`config.mk`:
```
export PLATFORM = sky130hd
export DESIGN_NAME = alu_seq
export DESIGN_NICKNAME = d
export VERILOG_FILES = /design/src/rtl/alu_seq.sv
export SDC_FILE = /design/constraint.sdc
export NUM_CORES = 1
export LEC_CHECK = 0
export ABC_AREA = 1
export CORE_AREA = 2 2 120 122
export DETAILED_ROUTE_END_ITERATION = 10
export DIE_AREA = 0 0 122 124
export PLACE_DENSITY_LB_ADDON = 0.25
export REMOVE_ABC_BUFFERS = 1
export SYNTH_ARGS = -nofsm -noshare
export SYNTH_HDL_FRONTEND = slang
export SYNTH_SLANG_ARGS = --single-unit
```
`constraint.sdc`:
```
create_clock -name clk -period 5.4 [get_ports clk]
set_input_delay 0.54 -clock clk [delete_from_list [all_inputs] [get_ports clk]]
set_output_delay 0.54 -clock clk [all_outputs]
set_load 0.01 [all_outputs]
```
`src/rtl/alu_seq.sv`:
```
// alu_seq: registered WIDTH-bit ALU with valid/ready handshakes on both sides.
// Ports: clk, rst_n, in_valid/in_ready/A/B/sel in, out_valid/out_ready/result/carry_out/overflow/zero/busy out.
module alu_seq #(
  parameter int WIDTH = 8
) (
  input  logic             clk,
  input  logic             rst_n,
  input  logic             in_valid,
  output logic             in_ready,
  input  logic [WIDTH-1:0] A,
  input  logic [WIDTH-1:0] B,
  input  logic [2:0]       sel,
  output logic             out_valid,
  input  logic             out_ready,
  output logic [WIDTH-1:0] result,
  output logic             carry_out,
  output logic             overflow,
  output logic             zero,
  output logic             busy
);

  localparam int SW = $clog2(WIDTH);
  localparam int CW = $clog2(WIDTH + 1);

  localparam logic [1:0] S_IDLE = 2'd0;
  localparam logic [1:0] S_BUSY = 2'd1;
  localparam logic [1:0] S_DONE = 2'd2;

  localparam logic [2:0] OP_ADD = 3'b000;
  localparam logic [2:0] OP_SUB = 3'b001;
  localparam logic [2:0] OP_AND = 3'b010;
  localparam logic [2:0] OP_OR  = 3'b011;
  localparam logic [2:0] OP_XOR = 3'b100;
  localparam logic [2:0] OP_NOT = 3'b101;
  localparam logic [2:0] OP_SHL = 3'b110;

  logic [1:0]         state_q, state_d;
  logic [WIDTH-1:0]   result_q, result_d;
  logic               carry_q, carry_d;
  logic               ovf_q, ovf_d;
  logic               zero_q, zero_d;
  logic [2*WIDTH-1:0] mcand_q, mcand_d;
  logic [WIDTH-1:0]   mplier_q, mplier_d;
  logic [2*WIDTH-1:0] acc_q, acc_d;
  logic [CW-1:0]      cnt_q, cnt_d;

  logic             accept;
  logic [WIDTH:0]   sum_w;
  logic [WIDTH:0]   dif_w;
  logic [WIDTH:0]   shl_w;
  logic [WIDTH-1:0] op_res;
  logic             op_c;
  logic             op_v;

  assign in_ready  = rst_n &&
                     ((state_q == S_IDLE) ||
                      ((state_q == S_DONE) && out_ready));
  assign accept    = in_valid && in_ready;
  assign out_valid = (state_q == S_DONE);
  assign busy      = (state_q == S_BUSY);
  assign result    = result_q;
  assign carry_out = carry_q;
  assign overflow  = ovf_q;
  assign zero      = zero_q;

  // Bit WIDTH of the widened shift is A[WIDTH-shamt], or 0 for shamt 0.
  assign sum_w = {1'b0, A} + {1'b0, B};
  assign dif_w = {1'b0, A} + {1'b0, ~B} + (WIDTH+1)'(1);
  assign shl_w = {1'b0, A} << B[SW-1:0];

  always_comb begin
    op_res = '0;
    op_c   = 1'b0;
    op_v   = 1'b0;
    case (sel)
      OP_ADD: begin
        op_res = sum_w[WIDTH-1:0];
        op_c   = sum_w[WIDTH];
        op_v   = (A[WIDTH-1] == B[WIDTH-1]) &&
                 (sum_w[WIDTH-1] != A[WIDTH-1]);
      end
      OP_SUB: begin
        op_res = dif_w[WIDTH-1:0];
        op_c   = dif_w[WIDTH];
        op_v   = (A[WIDTH-1] != B[WIDTH-1]) &&
                 (dif_w[WIDTH-1] != A[WIDTH-1]);
      end
      OP_AND: op_res = A & B;
      OP_OR:  op_res = A | B;
      OP_XOR: op_res = A ^ B;
      OP_NOT: op_res = ~A;
      OP_SHL: begin
        op_res = shl_w[WIDTH-1:0];
        op_c   = shl_w[WIDTH];
      end
      default: ;
    endcase
  end

  always_comb begin
    state_d  = state_q;
    result_d = result_q;
    carry_d  = carry_q;
    ovf_d    = ovf_q;
    zero_d   = zero_q;
    mcand_d  = mcand_q;
    mplier_d = mplier_q;
    acc_d    = acc_q;
    cnt_d    = cnt_q;
    unique case (1'b1)
      (state_q == S_BUSY): begin
        acc_d    = acc_q + (mplier_q[0] ? mcand_q : '0);
        mcand_d  = mcand_q << 1;
        mplier_d = mplier_q >> 1;
        cnt_d    = cnt_q - 1'b1;
        if (cnt_q == CW'(1)) begin
          state_d  = S_DONE;
          result_d = acc_d[WIDTH-1:0];
          carry_d  = |acc_d[2*WIDTH-1:WIDTH];
          ovf_d    = 1'b0;
          zero_d   = (acc_d[WIDTH-1:0] == '0);
        end
      end
      default: begin
        if ((state_q == S_DONE) && out_ready)
          state_d = S_IDLE;
        if (accept) begin
          if (sel == 3'b111) begin
            state_d  = S_BUSY;
            mcand_d  = {{WIDTH{1'b0}}, A};
            mplier_d = B;
            acc_d    = '0;
            cnt_d    = CW'(WIDTH);
          end else begin
            state_d  = S_DONE;
            result_d = op_res;
            carry_d  = op_c;
            ovf_d    = op_v;
            zero_d   = (op_res == '0);
          end
        end
      end
    endcase
  end

  always_ff @(posedge clk or negedge rst_n) begin
    if (!rst_n) begin
      state_q  <= S_IDLE;
      result_q <= '0;
      carry_q  <= 1'b0;
      ovf_q    <= 1'b0;
      zero_q   <= 1'b0;
      mcand_q  <= '0;
      mplier_q <= '0;
      acc_q    <= '0;
      cnt_q    <= '0;
    end else begin
      state_q  <= state_d;
      result_q <= result_d;
      carry_q  <= carry_d;
      ovf_q    <= ovf_d;
      zero_q   <= zero_d;
      mcand_q  <= mcand_d;
      mplier_q <= mplier_d;
      acc_q    <= acc_d;
      cnt_q    <= cnt_d;
    end
  end

endmodule

```
==> out/metrics.yaml, run 1 <==
sta:
  period_share_pct: 53.94
  clock_skew_ns: 0.007966
  fin_crit_ns: 2.913
  rsz0062_at_grt: "no"
  slew_headroom_pct: 49.37
  slew_violations: 0
  fmax_mhz: 343.3
  setup_slack_ns: 2.487
  fin_setup_tns_ns: 0
  setup_viol: 0
  worst_slew_pin_slew_ns: 0.7594
  hold_viol_final: 0
setup_path:
  worstRegToRegCells: 14
  cp.arrival_ns: 3.13
  r2r-end: "zero"
  critPathKind: "input pin to register"
  start_kind: "input pin"
  cp_max_fo: 15
  cp.required_ns: 5.62
  endpoint_kind: "register"
  r2r_slack_ns: 2.67
  timing.rr.start: "mplier_q[0]"
clock_tree:
  cts_buffer_depth: 2
  numCtsBuffers: 9
  clock-root-buffer: "clkbuf_16"
  htreeDepth: 3
  cts_resized: 0
  hold_buffers: 0
  cts.sinks: 57
  cts_setup_buffers: 0
  clkLatencyLatePin_ns: 0.33
  cts_tree: "done"
  clk_pin_slew_worst_paths_ns: 0.05
place:
  port-buffer-count: 36
  place_congestion: 0.9250
  dp.cells: 957
  placed_cell_area_um2: 5510
  post-place-ws_ns: 2.204
  hpwl_mm: 11.09
logic_synthesis:
  syn-cell-area_um2: 5021
  synthSimpleGateAreaFrac_pct: 34.59
  synth_warnings: 0
  async_flop_share_pct: 100.0
  ys_ff_latch: 57
  yosysSeqAreaShare_pct: 28.41
  synth_compound_area_share_pct: 13.11
  synth_xor_area_share_pct: 1.570
  synthAdderAreaFrac_pct: 11.66
  ys_types: 41
  synth_edf_count: 0
  synth_ff_type: "dfrtp_1"
  synth.avg_cell_area_um2: 6.607
  synth_cells: 760
  synth_top_family_by_area: "simple AND/OR/NAND/NOR gates"
  muxShareOfSynthArea_pct: 0
die:
  initial_utilization_pct: 36.60
  die_h_um: 124
  coreArea_um2: 13720
  std_cell_rows: 43
  dieWidth_um: 122
  io_pins: 37
  die_area_um2: 15130
routing:
  wire_per_inst_um: 14.83
  drtIter0Drc: 452
  via_per_inst: 5.074
  drc: 0
  drt-pass1-iter-count: 7
  wirelength_mm: 14.41
  route.vias.total: 4932
  ant_nets: 0
global_route:
  overflow: 0
  grt_pass1_vias: 4823
  grt_use_total_pct: 20.60
  grt_pass1_wl_mm: 24.52
  grt_max_degree: 59
  grt_antenna_before_repair: 0
power:
  finalPower_mw: 2.249
  power_density_nw_per_um2: 388.3
  power.leakage_nw: 3.098
  ir_worst_vdd_mv: 0.1802
cells_and_area:
  drive_above_1_share_pct: 4.545
  final_nets: 856
  n_fill_cell: 1463
  fin_area_um2: 5792
  final_cell_mix: "nand2_1 (236), inv_1 (104), nand3_1 (70), nor2_1 (66), dfrtp_1 (57)"
  area.growth.synth_to_final_pct: 15.35
  antennaDiodeCount: 0
  layout_commonest_cell: "nand2_1"
  fin_cells: 972
run:
  drv_cap: 0
run_status:
  outcome: "complete, no violations"
hold_path:
  hp-class: "input pin to asynchronous set/reset pin"
report_power, final:
| group | internal, mW | switching, mW | total, mW |
|---|---|---|---|
| combinational | 0.397 | 0.572 | 0.970 |
| clock | 0.342 | 0.192 | 0.535 |
| sequential | 0.608 | 0.137 | 0.745 |
| total | 1.35 | 0.902 | 2.25 |
worst max-delay path by stage:
| stage | start | end | cells past startpoint |
|---|---|---|---|
| after floorplan | state_q[0] | zero | 8 |
| after global placement | B[1] | result[7] | 14 |
| after detailed placement | B[1] | result[7] | 14 |
| after CTS | B[1] | result[7] | 14 |
| after global routing | B[1] | result[7] | 14 |
| final | B[1] | result[7] | 14 |
logic make-up after synthesis:
group | Yosys count
xor+xnor | 9
compound gates | 107
flops | 57
fa+ha+maj | 45
buf+inv | 131
simple gates | 411
sequential cells by signal, indices dropped and copies added (netlist names):
| signal | count |
|---|---|
| zero | 1 |
| cnt_q | 4 |
| acc_q | 16 |
| state_q | 2 |
| result | 8 |
| overflow | 1 |
| mcand_q | 16 |
| mplier_q | 8 |
| carry_out | 1 |
stage by stage:
step	utilization, %	hold WS, ns
after detailed placement	40.16	0.4649
after global placement	40.16	0.4655
after CTS	42.22	0.3877
final	42.22	0.3515
after global routing	42.22	0.4400
after floorplan	-	0.2444
synthesized netlist by cell type, types with 2 or more instances:
master / n / area [um2]
buf_4: 2 / 15.01
a22o_1: 4 / 35.03
xor2_1: 7 / 61.31
nand3_1: 70 / 350.3
inv_2: 3 / 11.26
o21ai_0: 33 / 165.2
xnor2_1: 2 / 17.52
fa_1: 3 / 60.06
ha_1: 42 / 525.5
buf_2: 11 / 55.05
a21boi_0: 3 / 22.52
o21a_1: 5 / 37.54
buf_6: 3 / 33.78
nor3_1: 5 / 25.02
nand4_1: 17 / 106.4
o221ai_1: 7 / 61.31
o22ai_1: 8 / 50.05
a21oi_1: 28 / 140.1
inv_1: 104 / 390.4
dfrtp_1: 57 / 1426
nand3b_1: 3 / 22.52
nor2_1: 68 / 255.2
nand2_1: 236 / 885.9
o211ai_1: 5 / 37.54
o21bai_1: 4 / 30.03
clkbuf_1: 7 / 26.28
a22oi_1: 5 / 37.54
nand2_2: 2 / 12.51
or2_2: 4 / 25.02
cell type report:
class	instances	area (um2)	area share, %
clock buffers	12	266.5	4.601
clock inverters	3	15.01	0.2592
inverters	107	401.6	6.935
multi-input cells	572	3064	52.91
flip-flops and latches	57	1426	24.63
well taps	180	225.2	3.889
repair buffers	41	392.9	6.783
worst max-delay path, stage by stage:
cell	delay, ns
clkdlybuf4s50_1	0.78
inv_1	0.36
ha_1	0.45
nand3_1	0.11
nand2_1	0.13
nand4_1	0.11
nand2_1	0.13
nand2_1	0.06
nand2_1	0.06
nor2_1	0.05
o21ai_0	0.18
nand2_1	0.07
nand2_1	0.06
nand2_1	0.04
metal layers:
layer,vias up,routed length [um],GRT usage (%)
met2,124,6413,32.51
met4,0,329,7.543
met5,-,0,0
met1,2265,7015,29.27
li1,2519,-,-
met3,24,654,2.060
No activity file was read; power rests on OpenSTA's default activity.
==> inputs of run 2 (changes only) <==
clock period = 2.8 ns   (was 5.4 ns; I/O delays follow)
==> run 2 against run 1 <==
Net effect: critical path depth down 1; register-to-register slack got worse by 2.3 ns; core utilization increased by 1.5 points; clock skew about the same.
==> out/metrics.yaml, run 2 (synthesized netlist as in run 1, its figures left out) <==
die:
  die_h_um: 124  # unchanged
  io_pins: 37  # unchanged
  coreArea_um2: 13720  # unchanged
  std_cell_rows: 43  # unchanged
  initial_utilization_pct: 36.60  # unchanged
  die_area_um2: 15130  # unchanged
  dieWidth_um: 122  # unchanged
cells_and_area:
  reg_top3: "acc_q (16), mcand_q (16)"
  fin_cells: 992  # +2.1%
  final_cell_mix: "nand2_1 (236), inv_1 (104), nand3_1 (70), nor2_1 (66), dfrtp_1 (57)"
  area.growth.synth_to_final_pct: 19.36
  drive_above_1_share_pct: 6.897  # +2.4 points
  layout_commonest_cell: "nand2_1"
  fin_area_um2: 5993  # +3.5%
  antennaDiodeCount: 0  # unchanged
  final_nets: 875  # +2.2%
  n_fill_cell: 1467  # +0.27%
clock_tree:
  hold_buffers: 0  # unchanged
  cts_buffer_depth: 2  # unchanged
  clock-root-buffer: "clkbuf_16"
  cts_resized: 0  # unchanged
  clkLatencyLatePin_ns: 0.33  # about the same
  clk_pin_slew_worst_paths_ns: 0.05  # about the same
  numCtsBuffers: 9  # unchanged
  cts_tree: "done"
  htreeDepth: 3  # unchanged
  cts.sinks: 57  # unchanged
  cts_setup_buffers: 0  # unchanged
power:
  internal-power_mw: 2.819  # +110%
  pwr-share-clk_pct: 26.9  # +3.1 points
  p_comb_share_pct: 42.4  # -0.7 points
  switching_power_mw: 1.759  # +95%
  finalPower_mw: 4.577  # +100%
  ir_worst_vdd_mv: 0.2967  # +65%
  power_density_nw_per_um2: 763.7  # +97%
  pwr-share-seq_pct: 30.6  # -2.5 points
  power.leakage_nw: 3.214  # +3.7%
  p_sw_share_pct: 38.42  # -1.7 points
setup_path:
  cp_top_family: "simple AND/OR/NAND/NOR gates"
  critPathKind: "register to register"
  timing.rr.start: "mplier_q[0]"
  cp_max_fo: 16  # +1
  start_kind: "register"
  r2r_slack_ns: 0.40  # -2.27 ns
  max_stage_delay_ns: 0.37  # -0.41 ns
  cp.required_ns: 3.04  # -2.58 ns
  cpMaxStageDelayCell: "dfrtp_1"
  cp.arrival_ns: 2.64  # -0.49 ns
  crit_chain: "buf_4, nand2_1, inv_1, ha_1, nand2_1, nand3_1, xnor2_1, nand2_1, nor2_1, nand3_1, nor2_1, nor2_1, a21oi_1"
  endpoint_kind: "register"
  path_buf_inv: 2  # unchanged
  crit_path_start: "mplier_q[0]"
sta:
  hold_viol_final: 0  # unchanged
  setup_slack_ns: 0.4031  # -2.084 ns
  fin_crit_ns: 2.397
  rsz0062_at_grt: "no"
  slew_violations: 0  # unchanged
  setup_viol: 0  # unchanged
  period_share_pct: 85.60
  worst_slew_pin_slew_ns: 0.7344  # -0.02495 ns
  fmax_mhz: 417.2
  slew_headroom_pct: 51.04  # +1.7 points
  clock_skew_ns: 0.007585  # -0.0003806 ns
place:
  placed_cell_area_um2: 5653  # +2.6%
  hpwl_mm: 11.71  # +5.6%
  port-buffer-count: 36  # unchanged
  dp.cells: 976  # +2.0%
  place_congestion: 0.9521  # +2.9%
  post-place-ws_ns: 0.1183  # -2.085 ns
global_route:
  overflow: 0  # unchanged
  grt_pass1_vias: 4826  # +0.062%
  grt_antenna_before_repair: 0  # unchanged
  grt_pass1_wl_mm: 24.33  # -0.79%
  grt_max_degree: 58  # -1.7%
  grt_use_total_pct: 20.53  # -0.076 points
routing:
  via_per_inst: 5.063  # -0.23%
  ant_nets: 0  # unchanged
  wirelength_mm: 14.75  # +2.3%
  route.vias.total: 5022  # +1.8%
  drc: 0  # unchanged
  wire_per_inst_um: 14.87  # +0.28%
  drt-pass1-iter-count: 6  # -1
  drtIter0Drc: 386  # -15%
run:
  drv_cap: 0  # unchanged
run_status:
  outcome: "complete, no violations"
hold_path:
  hp-class: "input pin to asynchronous set/reset pin"
-- run 2: cell types whose count changed in the layout (fill, tap and decap cells not counted), sizes merged --
| cell | change |
|---|---|
| clkinv | -1 |
| bufinv | +2 |
| buf | +19 |
-- run 2: final cells by class --
type	count	area (um2)	share of cell area, %
Clock buffer	12	266.5	4.447
Clock inverter	4	73.82	1.232
Inverter	107	401.6	6.701
Multi-Input combinational cell	572	3064	51.13
Sequential cell	57	1426	23.80
Tap cell	180	225.2	3.758
Timing Repair Buffer	60	535.5	8.935
-- run 2: path summary, 6_finish.rpt --
path / depth (start not counted) / endpoint
max in group asynchronous: 2 / result[0]
worst max register to register: 13 / zero
min in group clk: 2 / acc_q[7]
worst min register to register: 2 / acc_q[7]
worst max-delay path: 13 / zero
worst min-delay path: 2 / mcand_q[12]
-- run 2: power groups by stage --
stage / registers, mW / clock network [mW] / logic, mW
6_report: 1.40 / 1.23 / 1.94
5_1_grt: 1.44 / 1.28 / 2.21
4_1_cts: 1.40 / 1.25 / 1.94
3_5_place_dp: 1.41 / 0 / 1.93
3_3_place_gp: 1.40 / 0 / 1.94
2_1_floorplan: 1.40 / 0 / 1.25
-- run 2: through the flow --
step	utilization (%)	hold slack, ns	setup TNS (ns)
after global placement	41.20	0.4625	0
after global routing	43.68	0.1985	0
after CTS	43.68	0.1535	0
after detailed placement	41.20	0.4675	0
final	43.68	0.1244	0
after floorplan	-	-0.01559	-1.879
-- run 2: worst register-to-register path, delay by kind of cell, from the launching register on --
family / cells / cell delay [ns]
DFF: 1 / 0.37
xor gates and xnor gates: 1 / 0.36
adders and majority gates: 1 / 0.36
and+or+nand+nor: 8 / 0.83
AOI/OAI and AO/OA: 1 / 0.16
buffers and inverters: 2 / 0.24
-- run 2: layer usage --
layer  track usage (%)  vias to the layer above  wire length [um]
li1                  -                     2555                 -
met2             34.53                      124              6931
met5                 0                        -                 0
met4             5.532                        0               181
met3             2.381                       19               622
met1             28.01                     2324              7014
==> inputs of run 3 (changes only) <==
RECOVER_POWER = 50   (was default)
==> run 3 against run 2 <==
Net effect: global-route usage did not move; fmax increased by 0.55%; flip-flop and latch count unchanged; first-iteration DRC count is 2.1% higher; total power is 0.35% lower; clock-buffer cell count stayed put; clock power about the same; die area did not move; critical path type unchanged; largest power group unchanged; highest routed layer unchanged.
==> out/metrics.yaml, run 3 (synthesized netlist as in run 1, its figures left out) <==
sta:
  clock_skew_ns: 0.005981  # -0.001604 ns
  slew_violations: 0  # unchanged
  hold_viol_final: 0  # unchanged
  period_share_pct: 85.14  # -0.47 points
  fin_crit_ns: 2.384  # -0.01303 ns
  hold-worst-slack_ns: 0.4261  # +0.3017 ns
  slew_headroom_pct: 4.653  # -46 points
  setup_viol: 0  # unchanged
  setup_slack_ns: 0.4161  # +0.01303 ns
  rsz0062_at_grt: "no"
  fmax_mhz: 419.5  # +0.55%
  worst_slew_pin_slew_ns: 1.430  # +0.6958 ns
clock_tree:
  numCtsBuffers: 9  # unchanged
  hold_buffers: 0  # unchanged
  cts_tree: "done"
  cts_buffer_depth: 2  # unchanged
  cts_resized: 0  # unchanged
  htreeDepth: 3  # unchanged
  cts.sinks: 57  # unchanged
  cts_setup_buffers: 0  # unchanged
  clk_pin_slew_worst_paths_ns: 0.05  # about the same
  clock-root-buffer: "clkbuf_16"
  clkLatencyLatePin_ns: 0.33  # about the same
setup_path:
  crit_path_start: "mplier_q[0]"
  worstRegToRegCells: 13  # unchanged
  cp-endpoint: "zero"
  crit_chain: "buf_4, nand2_1, inv_1, ha_1, nand2_1, nand3_1, xnor2_1, nand2_1, nor2_1, nand3_1, nor2_1, nor2_1, a21oi_1"
  critPathKind: "register to register"
  cp.arrival_ns: 2.63  # about the same
  endpoint_kind: "register"
  start_kind: "register"
  timing.rr.start: "mplier_q[0]"
  cp.required_ns: 3.05  # about the same
  r2r_slack_ns: 0.42  # about the same
  cp_max_fo: 16  # unchanged
  r2r-end: "zero"
  max_stage_delay_ns: 0.37  # about the same
  cpMaxStageDelayCell: "dfrtp_1"
global_route:
  grt_antenna_before_repair: 0  # unchanged
  grt_pass1_vias: 4826  # unchanged
  grt_pass1_wl_mm: 24.33  # unchanged
  overflow: 0  # unchanged
  grt_use_total_pct: 20.53  # unchanged
  grt_max_degree: 58  # unchanged
power:
  switching_power_mw: 1.757  # about the same
  internal-power_mw: 2.804  # -0.51%
  power_density_nw_per_um2: 761.6  # -0.28%
  p_comb_share_pct: 42.3  # about the same
  pwr-share-clk_pct: 27.0  # about the same
  p_sw_share_pct: 38.52  # +0.10 points
  power.leakage_nw: 3.220  # +0.18%
  pwr-share-seq_pct: 30.7  # about the same
  ir_worst_vdd_mv: 0.2965  # about the same
run:
  drv_cap: 0  # unchanged
run_status:
  outcome: "complete, no violations"
routing:
  drt-pass1-iter-count: 4  # -2
  drtIter0Drc: 394  # +2.1%
  ant_nets: 0  # unchanged
  wire_per_inst_um: 14.85  # -0.11%
  route.vias.total: 5042  # +0.40%
  drc: 0  # unchanged
  wirelength_mm: 14.73  # -0.11%
  via_per_inst: 5.083  # +0.40%
die:
  coreArea_um2: 13720  # unchanged
  die_h_um: 124  # unchanged
  die_area_um2: 15130  # unchanged
  initial_utilization_pct: 36.60  # unchanged
  io_pins: 37  # unchanged
  dieWidth_um: 122  # unchanged
  std_cell_rows: 43  # unchanged
cells_and_area:
  fin_util_pct: 43.66  # about the same
  antennaDiodeCount: 0  # unchanged
  area.growth.synth_to_final_pct: 19.29  # about the same
  drive_above_1_share_pct: 6.773  # -0.12 points
  final_cell_mix: "nand2_1 (236), inv_1 (104), nand3_1 (70), nor2_1 (66), dfrtp_1 (57)"
  reg_top3: "acc_q (16), mcand_q (16)"
  fin_cells: 992  # unchanged
  fin_area_um2: 5989  # about the same
  final_nets: 875  # unchanged
  layout_commonest_cell: "nand2_1"
place:
  port-buffer-count: 36  # unchanged
  placed_cell_area_um2: 5653  # unchanged
  post-place-ws_ns: 0.1183  # unchanged
  hpwl_mm: 11.71  # unchanged
  place_congestion: 0.9521  # unchanged
  dp.cells: 976  # unchanged
hold_path:
  hp-class: "input pin to asynchronous set/reset pin"
-- run 3: cell types whose count changed in the layout (fill, tap and decap cells not counted), sizes merged --
cell,previous run,this run
clkdlybuf4s50,35,28
dlygate4sd3,0,7
buf,25,23
clkbuf,12,14
-- run 3: per-layer routing --
layer | track usage [%] | share of wire, % | vias up
li1 | - | - | 2553
met3 | 2.381 | 4.7 | 16
met1 | 28.01 | 47 | 2340
met4 | 5.532 | 1.4 | 0
met5 | 0 | 0 | -
met2 | 34.53 | 47 | 133
-- run 3: metrics by stage --
stage,TNS [ns],power [mW]
3_3_place_gp,0,3.338
5_1_grt,0,4.918
6_report,0,4.561
2_1_floorplan,-1.879,2.647
4_1_cts,0,4.596
3_5_place_dp,0,3.341
-- run 3: worst max-delay path, delay by kind of cell, from the launching register on --
family,cells,cell delay [ns]
DFF,1,0.37
adders and majority gates,1,0.36
xor gates and xnor gates,1,0.35
buffers and inverters,2,0.24
AOI/OAI and AO/OA,1,0.16
and+or+nand+nor,8,0.82
-- run 3: area by class of cell --
| class | instances | area [um2] |
|---|---|---|
| clock buffers | 12 | 266.5 |
| clock inverters | 4 | 73.82 |
| fillers | 1465 | 7730 |
| inverters | 107 | 401.6 |
| multi-input cells | 572 | 3064 |
| flip-flops and latches | 57 | 1426 |
| well taps | 180 | 225.2 |
| repair buffers | 60 | 531.8 |
-- run 3: power groups by stage --
stage / registers, mW / logic [mW] / clock network [mW]
finish: 1.40 / 1.93 / 1.23
detailed placement: 1.41 / 1.93 / 0
CTS: 1.40 / 1.94 / 1.25
floorplan: 1.40 / 1.25 / 0
global placement: 1.40 / 1.94 / 0
global route: 1.44 / 2.19 / 1.28
-- run 3: worst min-delay path by stage --
stage / startpoint / end / slack, ns / cells after the start
3_5_place_dp: cnt_q[3] / cnt_q[3] / 0.47 / 1
4_1_cts: rst_n / mcand_q[12] / 0.15 / 2
2_1_floorplan: rst_n / acc_q[0] / -0.02 / 0
5_1_grt: rst_n / acc_q[2] / 0.49 / 5
6_report: rst_n / state_q[0] / 0.43 / 2
3_3_place_gp: acc_q[7] / acc_q[7] / 0.46 / 2
